$ cat src/rtl/hdlc_line_monitor.sv
// hdlc_line_monitor
//   Passive HDLC line checker running beside the Rx path. Each of CHANNELS
//   serial lines gets its own flag / abort / idle detector, zero-bit
//   destuffer, LSB-first byte reassembler and frame classifier, plus
//   saturating good / errored / aborted frame counters.
//
// Ports
//   Clk, Rst        clock, asynchronous active-high reset
//   En[c], Rx[c]    bit strobe and serial data of channel c
//   ClrCnt          synchronous clear of every statistics counter
//   Sel             channel whose counters drive FrameCnt/ErrCnt/AbortCnt
//   FlagDet, AbortDet, ByteValid, FrameEnd, FrameError, FrameAbort
//                   per-channel one-cycle pulses (registered)
//   Idle            per-channel level, line has been all ones for IDLE_LEN bits
//   ByteData        reassembled bytes, channel c in [8c+7:8c], held between bytes
//   FrameCnt, ErrCnt, AbortCnt  counters of the selected channel
module hdlc_line_monitor #(
    parameter int CHANNELS  = 1,
    parameter int CNT_W     = 16,
    parameter int MAX_BYTES = 128,
    parameter int MIN_BYTES = 4,
    parameter int IDLE_LEN  = 8,
    localparam int SEL_W    = (CHANNELS > 1) ? $clog2(CHANNELS) : 1
) (
    input  logic                  Clk,
    input  logic                  Rst,
    input  logic [CHANNELS-1:0]   En,
    input  logic [CHANNELS-1:0]   Rx,
    input  logic                  ClrCnt,
    input  logic [SEL_W-1:0]      Sel,
    output logic [CHANNELS-1:0]   FlagDet,
    output logic [CHANNELS-1:0]   AbortDet,
    output logic [CHANNELS-1:0]   Idle,
    output logic [CHANNELS-1:0]   ByteValid,
    output logic [8*CHANNELS-1:0] ByteData,
    output logic [CHANNELS-1:0]   FrameEnd,
    output logic [CHANNELS-1:0]   FrameError,
    output logic [CHANNELS-1:0]   FrameAbort,
    output logic [CNT_W-1:0]      FrameCnt,
    output logic [CNT_W-1:0]      ErrCnt,
    output logic [CNT_W-1:0]      AbortCnt
);

    localparam int ONES_W  = $clog2(IDLE_LEN + 1);
    // Bit count at which byte MAX_BYTES+1 would be emitted: the frame is oversize.
    localparam int OVF_CNT = 8 * (MAX_BYTES + 1) + 7;
    localparam int DCNT_W  = $clog2(OVF_CNT + 1);
    // Smallest bit count at a closing flag that still holds MIN_BYTES bytes.
    localparam int MIN_CNT = 8 * MIN_BYTES + 7;

    typedef enum logic [1:0] {HUNT, OPEN, DATA, DROP} state_t;

    function automatic logic [CNT_W-1:0] cntNext(input logic [CNT_W-1:0] cur,
                                                 input logic inc, input logic clr);
        if (clr)
            return inc ? CNT_W'(1) : '0;
        if (inc && (cur != '1))
            return cur + CNT_W'(1);
        return cur;
    endfunction

    logic [CNT_W-1:0] frameArr [CHANNELS];
    logic [CNT_W-1:0] errArr   [CHANNELS];
    logic [CNT_W-1:0] abortArr [CHANNELS];

    for (genvar c = 0; c < CHANNELS; c++) begin : gCh
        state_t            state;
        logic [ONES_W-1:0] ones, onesNext;
        logic              lead0;        // a 0 has been seen since reset
        logic [13:0]       dReg;         // last 14 data bits; with the new bit forms the 15-bit lag
        logic [14:0]       dRegNext;
        logic [DCNT_W-1:0] dcnt, dcntNext;
        logic              isStuff, isFlag, isAbort, isData, emitHit;
        logic              emit, ovf, incFrame, incErr, incAbort;
        logic              flagDet_p1, abortDet_p1, idle_p1, vld_p1;
        logic              frameEnd_p1, frameErr_p1, frameAbort_p1;
        logic [7:0]        byteData_p1;
        logic [CNT_W-1:0]  frameCnt, errCnt, abortCnt;

        always_comb begin
            onesNext = Rx[c] ? ((ones == ONES_W'(IDLE_LEN)) ? ones : ones + ONES_W'(1)) : '0;
            isStuff  = !Rx[c] && (ones == ONES_W'(5));
            // lead0 only changes on a 0, so it tells whether the bit before this run was 0.
            isFlag   = !Rx[c] && (ones == ONES_W'(6)) && lead0;
            isAbort  = Rx[c] && (ones == ONES_W'(6));
            isData   = !isStuff && !isFlag;
            dRegNext = {Rx[c], dReg};
            dcntNext = dcnt + DCNT_W'(1);
            emitHit  = (dcntNext[2:0] == 3'd7) && (dcntNext >= DCNT_W'(15));
            emit     = 1'b0;
            ovf      = 1'b0;
            incFrame = 1'b0;
            incErr   = 1'b0;
            incAbort = 1'b0;
            if (En[c]) begin
                if ((state == DATA) && isData && emitHit) begin
                    if (dcntNext == DCNT_W'(OVF_CNT))
                        ovf = 1'b1;
                    else
                        emit = 1'b1;
                end
                if (isAbort) begin
                    incAbort = (state == DATA) || (state == DROP);
                end else if (isFlag && (state == DATA) && (dcnt != DCNT_W'(7))) begin
                    // dcnt still carries the seven flag bits that entered the delay line.
                    if ((dcnt[2:0] == 3'd7) && (dcnt >= DCNT_W'(MIN_CNT)))
                        incFrame = 1'b1;
                    else
                        incErr = 1'b1;
                end else if (ovf) begin
                    incErr = 1'b1;
                end
            end
        end

        always_ff @(posedge Clk or posedge Rst) begin
            if (Rst) begin
                state         <= HUNT;
                ones          <= '0;
                lead0         <= 1'b0;
                dReg          <= '0;
                dcnt          <= '0;
                flagDet_p1    <= 1'b0;
                abortDet_p1   <= 1'b0;
                idle_p1       <= 1'b0;
                vld_p1        <= 1'b0;
                frameEnd_p1   <= 1'b0;
                frameErr_p1   <= 1'b0;
                frameAbort_p1 <= 1'b0;
                byteData_p1   <= '0;
                frameCnt      <= '0;
                errCnt        <= '0;
                abortCnt      <= '0;
            end else begin
                frameCnt      <= cntNext(frameCnt, incFrame, ClrCnt);
                errCnt        <= cntNext(errCnt, incErr, ClrCnt);
                abortCnt      <= cntNext(abortCnt, incAbort, ClrCnt);
                flagDet_p1    <= En[c] && isFlag;
                abortDet_p1   <= En[c] && isAbort;
                vld_p1        <= emit;
                frameEnd_p1   <= incFrame;
                frameErr_p1   <= incErr;
                frameAbort_p1 <= incAbort;
                if (emit)
                    byteData_p1 <= dRegNext[7:0];
                if (En[c]) begin
                    ones    <= onesNext;
                    idle_p1 <= (onesNext >= ONES_W'(IDLE_LEN));
                    if (!Rx[c])
                        lead0 <= 1'b1;
                    if (isAbort) begin
                        state <= HUNT;
                        dcnt  <= '0;
                    end else if (isFlag) begin
                        state <= OPEN;
                        dcnt  <= '0;
                    end else if (isData) begin
                        case (state)
                            OPEN: begin
                                state <= DATA;
                                dReg  <= dRegNext[14:1];
                                dcnt  <= dcntNext;
                            end
                            DATA: begin
                                dReg <= dRegNext[14:1];
                                dcnt <= dcntNext;
                                if (ovf)
                                    state <= DROP;
                            end
                            default: ;
                        endcase
                    end
                end
            end
        end

        assign FlagDet[c]         = flagDet_p1;
        assign AbortDet[c]        = abortDet_p1;
        assign Idle[c]            = idle_p1;
        assign ByteValid[c]       = vld_p1;
        assign ByteData[8*c +: 8] = byteData_p1;
        assign FrameEnd[c]        = frameEnd_p1;
        assign FrameError[c]      = frameErr_p1;
        assign FrameAbort[c]      = frameAbort_p1;
        assign frameArr[c]        = frameCnt;
        assign errArr[c]          = errCnt;
        assign abortArr[c]        = abortCnt;
    end

    // Readout mux; an out-of-range Sel reads zero.
    always_comb begin
        FrameCnt = '0;
        ErrCnt   = '0;
        AbortCnt = '0;
        for (int i = 0; i < CHANNELS; i++) begin
            if (Sel == SEL_W'(i)) begin
                FrameCnt = frameArr[i];
                ErrCnt   = errArr[i];
                AbortCnt = abortArr[i];
            end
        end
    end

endmodule

$ cat config.mk
export PLATFORM = sky130hd
export DESIGN_NAME = hdlc_line_monitor
export DESIGN_NICKNAME = d
export VERILOG_FILES = /design/src/rtl/hdlc_line_monitor.sv
export SDC_FILE = /design/constraint.sdc
export NUM_CORES = 1
export LEC_CHECK = 0
export BUFFER_PORTS_ARGS = -buffer_cell sky130_fd_sc_hd__buf_4
export CORE_UTILIZATION = 50
export DETAILED_ROUTE_END_ITERATION = 12
export GPL_ROUTABILITY_DRIVEN = 0
export HOLD_SLACK_MARGIN = 0.12
export PLACE_DENSITY = 0.71
export SLEW_MARGIN = 30
export SYNTH_ARGS = -nofsm -noshare
export SYNTH_HDL_FRONTEND = slang
export SYNTH_SLANG_ARGS = --single-unit
export TNS_END_PERCENT = 30
$ cat constraint.sdc
create_clock -name Clk -period 8.15 [get_ports Clk]
set_input_delay 0.815 -clock Clk [delete_from_list [all_inputs] [get_ports Clk]]
set_output_delay 0.815 -clock Clk [all_outputs]
set_load 0.01 [all_outputs]
==> results of run 1 <==
-- synthesized netlist by cell type, drive strengths merged, types with 2 or more instances --
cell type	count	area, sq um
dfrtp	94	2352
inv	24	90.09
a31oi	4	31.28
nor3	16	80.08
mux2i	5	50.05
and3	6	37.54
o31ai	20	150.1
nand3	26	130.1
nor4	12	75.07
nand2b	3	18.77
o21ai	30	150.1
nand2	68	255.2
a21o	2	15.01
nor2b	45	281.5
a311oi	3	32.53
clkbuf	31	117.6
nor2	50	187.7
xnor2	13	113.9
buf	2	16.26
a2111oi	2	36.29
nand4b	3	26.28
and4	4	35.03
or2	3	18.77
o41ai	3	26.28
mux2	17	191.4
nor4b	2	17.52
or4	19	146.4
and2	6	37.54
nor3b	2	15.01
nand4	13	87.58
or3	7	43.79
a21oi	21	105.1
a22o	2	17.52
o21a	2	15.01
ha	12	150.1
-- placed cells by master, fill, tap and decap left out, types with 13 or more instances in the layout --
cell type  synthesis  layout
dfrtp_1           94      94
buf_4              0      70
nand2_1           68      68
nor2_1            50      50
nor2b_1           45      45
o21ai_0           30      30
nand3_1           26      26
inv_1             24      23
a21oi_1           21      21
o31ai_1           20      20
or4_1             18      18
mux2_2            17      17
nor3_1            16      15
xnor2_1           13      13
-- power groups by stage --
stage / registers, mW / logic [mW] / clock network [mW]
after floorplan: 0.554 / 0.169 / 0
after CTS: 0.554 / 0.218 / 0.296
final: 0.554 / 0.214 / 0.288
after global routing: 0.563 / 0.251 / 0.311
after detailed placement: 0.563 / 0.217 / 0
after global placement: 0.561 / 0.205 / 0
-- layout make-up --
cell class / instances / area share
well taps: 136 / 0.02810
clock buffers: 10 / 0.02108
inverters: 24 / 0.01509
repair buffers: 70 / 0.08679
clock inverters: 6 / 0.007440
multi-input cells: 437 / 0.4530
flip-flops and latches: 94 / 0.3885
-- worst max-delay path, stage by stage (launching register included) --
cell	delay [ns]
dfrtp_1	0.44
ha_1	0.32
nand4_2	0.20
or4_4	0.56
a2111oi_4	0.48
a31oi_4	0.30
nor4b_1	0.44
mux2_2	0.38
-- cells by family after synthesis --
family,Yosys count
simple gates,289
compound gates,100
flops,94
buf+inv,57
mux,22
xor+xnor,14
fa+ha+maj,12
-- routing by layer --
layer  part of all wire  vias to the layer above  GRT usage
li1                   -                     2193          -
met1               0.44                     2187     0.2850
met2               0.50                      103     0.3746
met3              0.040                       17    0.03556
met4              0.018                        0    0.08451
met5                  0                        -          0
-- flip-flops by register name (all words and copies together) (netlist names) --
register,count
gCh.lead0,1
abortArr,16
errArr,16
FlagDet,1
ByteValid,1
gCh.dcnt,11
FrameEnd,1
FrameAbort,1
gCh.ones,4
gCh.state,2
FrameError,1
AbortDet,1
frameArr,16
ByteData,8
gCh.dReg,14
-- final timing paths --
| path | start | to | slack, ns | cells past startpoint |
|---|---|---|---|---|
| max in group asynchronous | Rst | errArr[10] | 6.50 | 3 |
| min in group asynchronous | Rst | gCh[0].dReg[0] | 0.49 | 2 |
| worst min register to register | gCh[0].dReg[13] | gCh[0].dReg[12] | 0.47 | 2 |
| worst max-delay path | gCh[0].dcnt[1] | errArr[2] | 4.90 | 7 |
| worst max register to register | gCh[0].dcnt[1] | errArr[2] | 4.90 | 7 |
| worst min-delay path | gCh[0].dReg[13] | gCh[0].dReg[12] | 0.47 | 2 |
-- per-stage QoR --
step | cells | hold WS (ns)
after floorplan | 588 | 0.4348
after global placement | 761 | 0.4558
after detailed placement | 761 | 0.4539
after CTS | 777 | 0.4763
after global routing | 777 | 0.5072
final | 777 | 0.4733
==> impl_metrics.ini, run 1 <==
[layout]
drive_gt1_frac = 0.1810
multi_input_area_sq_um = 2743
final_area_sq_um = 6055
antenna_cells_inserted = 0
final_util = 0.5891
n_fill_cell = 902
area_delta_synth_final_pct = 14.26
nNetsFinal = 654
seqCellArea_sq_um = 2352

[worst_setup_path]
crit_path_end_kind = register
path_class = reg -> reg
required_ns = 8.41
crit_path_start_kind = register
worstPathMaxFanout = 23
cp.arrival_ns = 3.51

[power]
comb_power_share = 0.203
p_total_mw = 1.057
pwr_density_cell_nw_per_um2 = 174.5
leakage_nw = 2.670
intPower_uw = 701.5
peakVddDrop_uv = 121.8
netSwitchingFraction = 0.3361
p_clk_frac = 0.273
switching_power_uw = 355.1
seqPwrFrac = 0.524

[clock_network]
insertion_delay_ns = 0.37
hold_buffers = 0
cts_setup_buffers = 0
cts_max_path_buffers = 2
cts_htree_levels = 3
clock_sinks = 94
cts_made_buffers = 9
ctsRootBufferMaster = clkbuf_8
path_clk_slew_ns = 0.09
cts_resized = 0
cts_tree = done

[detailed_routing]
wl_per_cell_um = 14.74
routed_wl_um = 11450
drt-initial-drc-count = 240
vias = 4500
antenna_left = 0
vias_per_cell = 5.792
drt_first_pass_iters = 5
drcViolationCount = 0

[floorplan]
die-width_um = 104.9
fp.dieH_um = 104.9
start_util = 0.5156
die_area_sq_um = 11010
rows = 37
core-area_sq_um = 10280
pin_count = 69

[grt]
grt_max_degree = 58
antenna_found_initial = 0
grt_pass1_vias = 4271
gr-usage-all-layers = 0.2213
grt_pass1_wl_um = 19790
overflow = 0

[synth]
synth_seq_cells = 94
synth_seq_area_share = 0.4439
synthCells = 588
synth-simple-area-share = 0.2888
synth_area_sq_um = 5299
synth_edf_count = 0
synth-compound-area-share = 0.1280
synth_top_family_by_area = simple AND/OR/NAND/NOR gates
syn_area_per_cell_sq_um = 9.012
synth-xor-area-share = 0.02314
synthAdderAreaFrac = 0.02834
yosys.cell_types.count = 59
synth_warnings = 0
synth_mux_area_frac = 0.04557
synth.net_count = 606
async_reset_ff_frac = 1.000
synthFlopType = dfrtp_1

[placed_design]
dpl.hpwl_um = 7602
port_buffers = 68
preCtsSetupSlack_ns = 4.832
place_area_sq_um = 5873

[flow_run]
drv_cap = 0

[sta]
setup-violations-final = 0
slew_headroom = 0.3856
timing.final.ws_setup_ns = 4.902
fin_crit_sh = 0.3986
fmax_ghz = 0.3078
tns_ns = 0
rsz0062_at_grt = no
worst_pin_slew_ns = 0.9216
slew_viol_final = 0
hold_viol_final = 0
finClkSkew_ns = 0.008089
min_period_ns = 3.248

[worst_hold_path]
hold_path.class = reg -> reg

[status]
outcome = completed
Power figures use the tool's default switching activity.
==> run 2, diff against run 1 <==
--- a/config.mk
+++ b/config.mk
@@ -10,7 +10,7 @@
 export DETAILED_ROUTE_END_ITERATION = 12
 export GPL_ROUTABILITY_DRIVEN = 0
 export HOLD_SLACK_MARGIN = 0.12
-export PLACE_DENSITY = 0.71
+export PLACE_DENSITY = 0.73
 export SLEW_MARGIN = 30
 export SYNTH_ARGS = -nofsm -noshare
 export SYNTH_HDL_FRONTEND = slang
==> constraint.sdc (replaced) <==
create_clock -name Clk -period 2.81 [get_ports Clk]
set_input_delay 0.281 -clock Clk [delete_from_list [all_inputs] [get_ports Clk]]
set_output_delay 0.281 -clock Clk [all_outputs]
set_load 0.01 [all_outputs]
==> run 2 against run 1 <==
Critical path depth rose by 1. Hold slack worse by 0.28 ns. Register-to-register slack worse by 4.8 ns. Critical endpoint unchanged. Largest cell class unchanged. Largest power group unchanged.
==> impl_metrics.ini, run 2 (synthesis gave the netlist of run 1 again) <==
[clock_network]
path_clk_slew_ns = 0.10
cts_tree = done
insertion_delay_ns = 0.37
clock_sinks = 94
ctsRootBufferMaster = clkbuf_8
cts_made_buffers = 9
cts_htree_levels = 3
cts_max_path_buffers = 2

[power]
leakage_nw = 2.822
switching_power_mw = 1.089
netSwitchingFraction = 0.3300
peakVddDrop_uv = 389.3
seqPwrFrac = 0.483
pwr_density_cell_nw_per_um2 = 519.2
p_clk_frac = 0.291
intPower_mw = 2.212
comb_power_share = 0.225

[detailed_routing]
routed_wl_um = 11650
vias = 4519
drcViolationCount = 0
drt-initial-drc-count = 186
vias_per_cell = 5.628
drt_first_pass_iters = 5
antenna_left = 0
wl_per_cell_um = 14.51

[placed_design]
preCtsSetupSlack_ns = -0.01486
port_buffers = 68
dpl.hpwl_um = 8018
place_area_sq_um = 6091

[layout]
final_cell_mix = dfrtp_1, buf_4, nand2_1, nor2_1, nor2b_1
seqCellArea_sq_um = 2352
n_fill_cell = 888
drive_gt1_frac = 0.2234
multi_input_area_sq_um = 2784
nNetsFinal = 680
final_area_sq_um = 6357
layout_commonest_cell = dfrtp_1
antenna_cells_inserted = 0
area_delta_synth_final_pct = 19.98

[floorplan]
fp.dieH_um = 104.9
rows = 37
die-width_um = 104.9
start_util = 0.5156
die_area_sq_um = 11010
core-area_sq_um = 10280
pin_count = 69

[worst_setup_path]
crit_path_top_delay_cell = or4_4
path_class = reg -> reg
required_ns = 3.07
crit_path_end_kind = register
crit_chain = ha_4 -> nand4_2 -> or4_4 -> a2111oi_4 -> a31oi_2 -> buf_12 -> nor4b_2 -> mux2_2
crit_path_start_kind = register
cp.arrival_ns = 2.97
critical_path.max_stage_delay_ns = 0.53
worstPathMaxFanout = 23

[sta]
fmax_ghz = 0.3683
tns_ns = 0
min_period_ns = 2.715
hold_viol_final = 0
setup-violations-final = 0
timing.final.ws_setup_ns = 0.09464
slew_viol_final = 0
worst_pin_slew_ns = 0.7244
rsz0062_at_grt = yes
slew_headroom = 0.5155
fin_crit_sh = 0.9663
finClkSkew_ns = 0.01554

[grt]
grt_max_degree = 56
overflow = 0
grt_pass1_vias = 4254
grt_pass1_wl_um = 20020
gr-usage-all-layers = 0.2215
antenna_found_initial = 0

[worst_hold_path]
hold_path.class = in -> reg

[flow_run]
drv_cap = 0

[status]
outcome = completed
## run 2: cell count changes in the layout (fill, tap and decap cells not counted), moves of 2 or more
cell	delta
nor4_2	+5
nor4_1	-5
buf_4	+23
inv_8	+2
clkinv_2	-2
buf_12	+2
## run 2: metal layers
| layer | track usage | up-vias | wire length (um) |
|---|---|---|---|
| li1 | - | 2245 | - |
| met1 | 0.2903 | 2171 | 5293 |
| met2 | 0.3794 | 91 | 5838 |
| met3 | 0.03306 | 12 | 386 |
| met4 | 0.06640 | 0 | 135 |
| met5 | 0 | - | 0 |
## run 2: power by group through the flow
stage / registers (mW) / logic (mW) / clock network [mW]
global route: 1.62 / 0.849 / 1.04
detailed placement: 1.62 / 0.732 / 0
CTS: 1.60 / 0.737 / 0.993
global placement: 1.61 / 0.694 / 0
floorplan: 1.61 / 0.496 / 0
finish: 1.60 / 0.743 / 0.962
## run 2: path summary, 6_finish.rpt
kind / slack [ns] / startpoint / end / depth (start not counted)
worst min register to register: 0.48 / gCh[0].dReg[8] / gCh[0].dReg[7] / 2
max in group asynchronous: 1.54 / Rst / gCh[0].ones[3] / 4
worst max register to register: 0.09 / gCh[0].dcnt[0] / errArr[2] / 8
worst min-delay path: 0.20 / En / gCh[0].ones[2] / 2
min in group asynchronous: 0.55 / Rst / abortArr[5] / 3
worst max-delay path: 0.09 / gCh[0].dcnt[0] / errArr[2] / 8
## run 2: area by class of cell
class                   count  share of cell area
multi-input cells         437              0.4379
flip-flops and latches     94              0.3700
repair buffers             96              0.1177
well taps                 136             0.02677
clock buffers               9             0.01948
inverters                  24             0.01437
clock inverters             7             0.01378
## run 2: stage by stage
stage / std cells / total power [mW] / hold WS (ns) / utilization
floorplan: 588 / 2.110 / 0.4348 / -
global placement: 785 / 2.309 / 0.4258 / 0.5920
detailed placement: 785 / 2.355 / 0.4329 / 0.5926
CTS: 802 / 3.327 / 0.1874 / 0.6148
global route: 803 / 3.503 / 0.2033 / 0.6186
finish: 803 / 3.301 / 0.1972 / 0.6186
## run 2: timing repair
| item | CTS | global route |
|---|---|---|
| buffers inserted | 0 | 1 |
| resized for setup | 1 | 5 |
| hold buffers | 1 | 0 |
| endpoints found under the setup margin | 1 | 12 |
| pin swaps | 0 | 1 |
| endpoints found under the hold margin | 39 | 0 |
## run 2: worst max-delay path: cells and delay by family (launching register included)
kind                       cells  cell delay (ns)
AOI/OAI and AO/OA              2             0.55
muxes                          1             0.36
and+or+nand+nor                3             0.94
buffers and inverters          1             0.20
adders and majority gates      1             0.15
DFF                            1             0.40
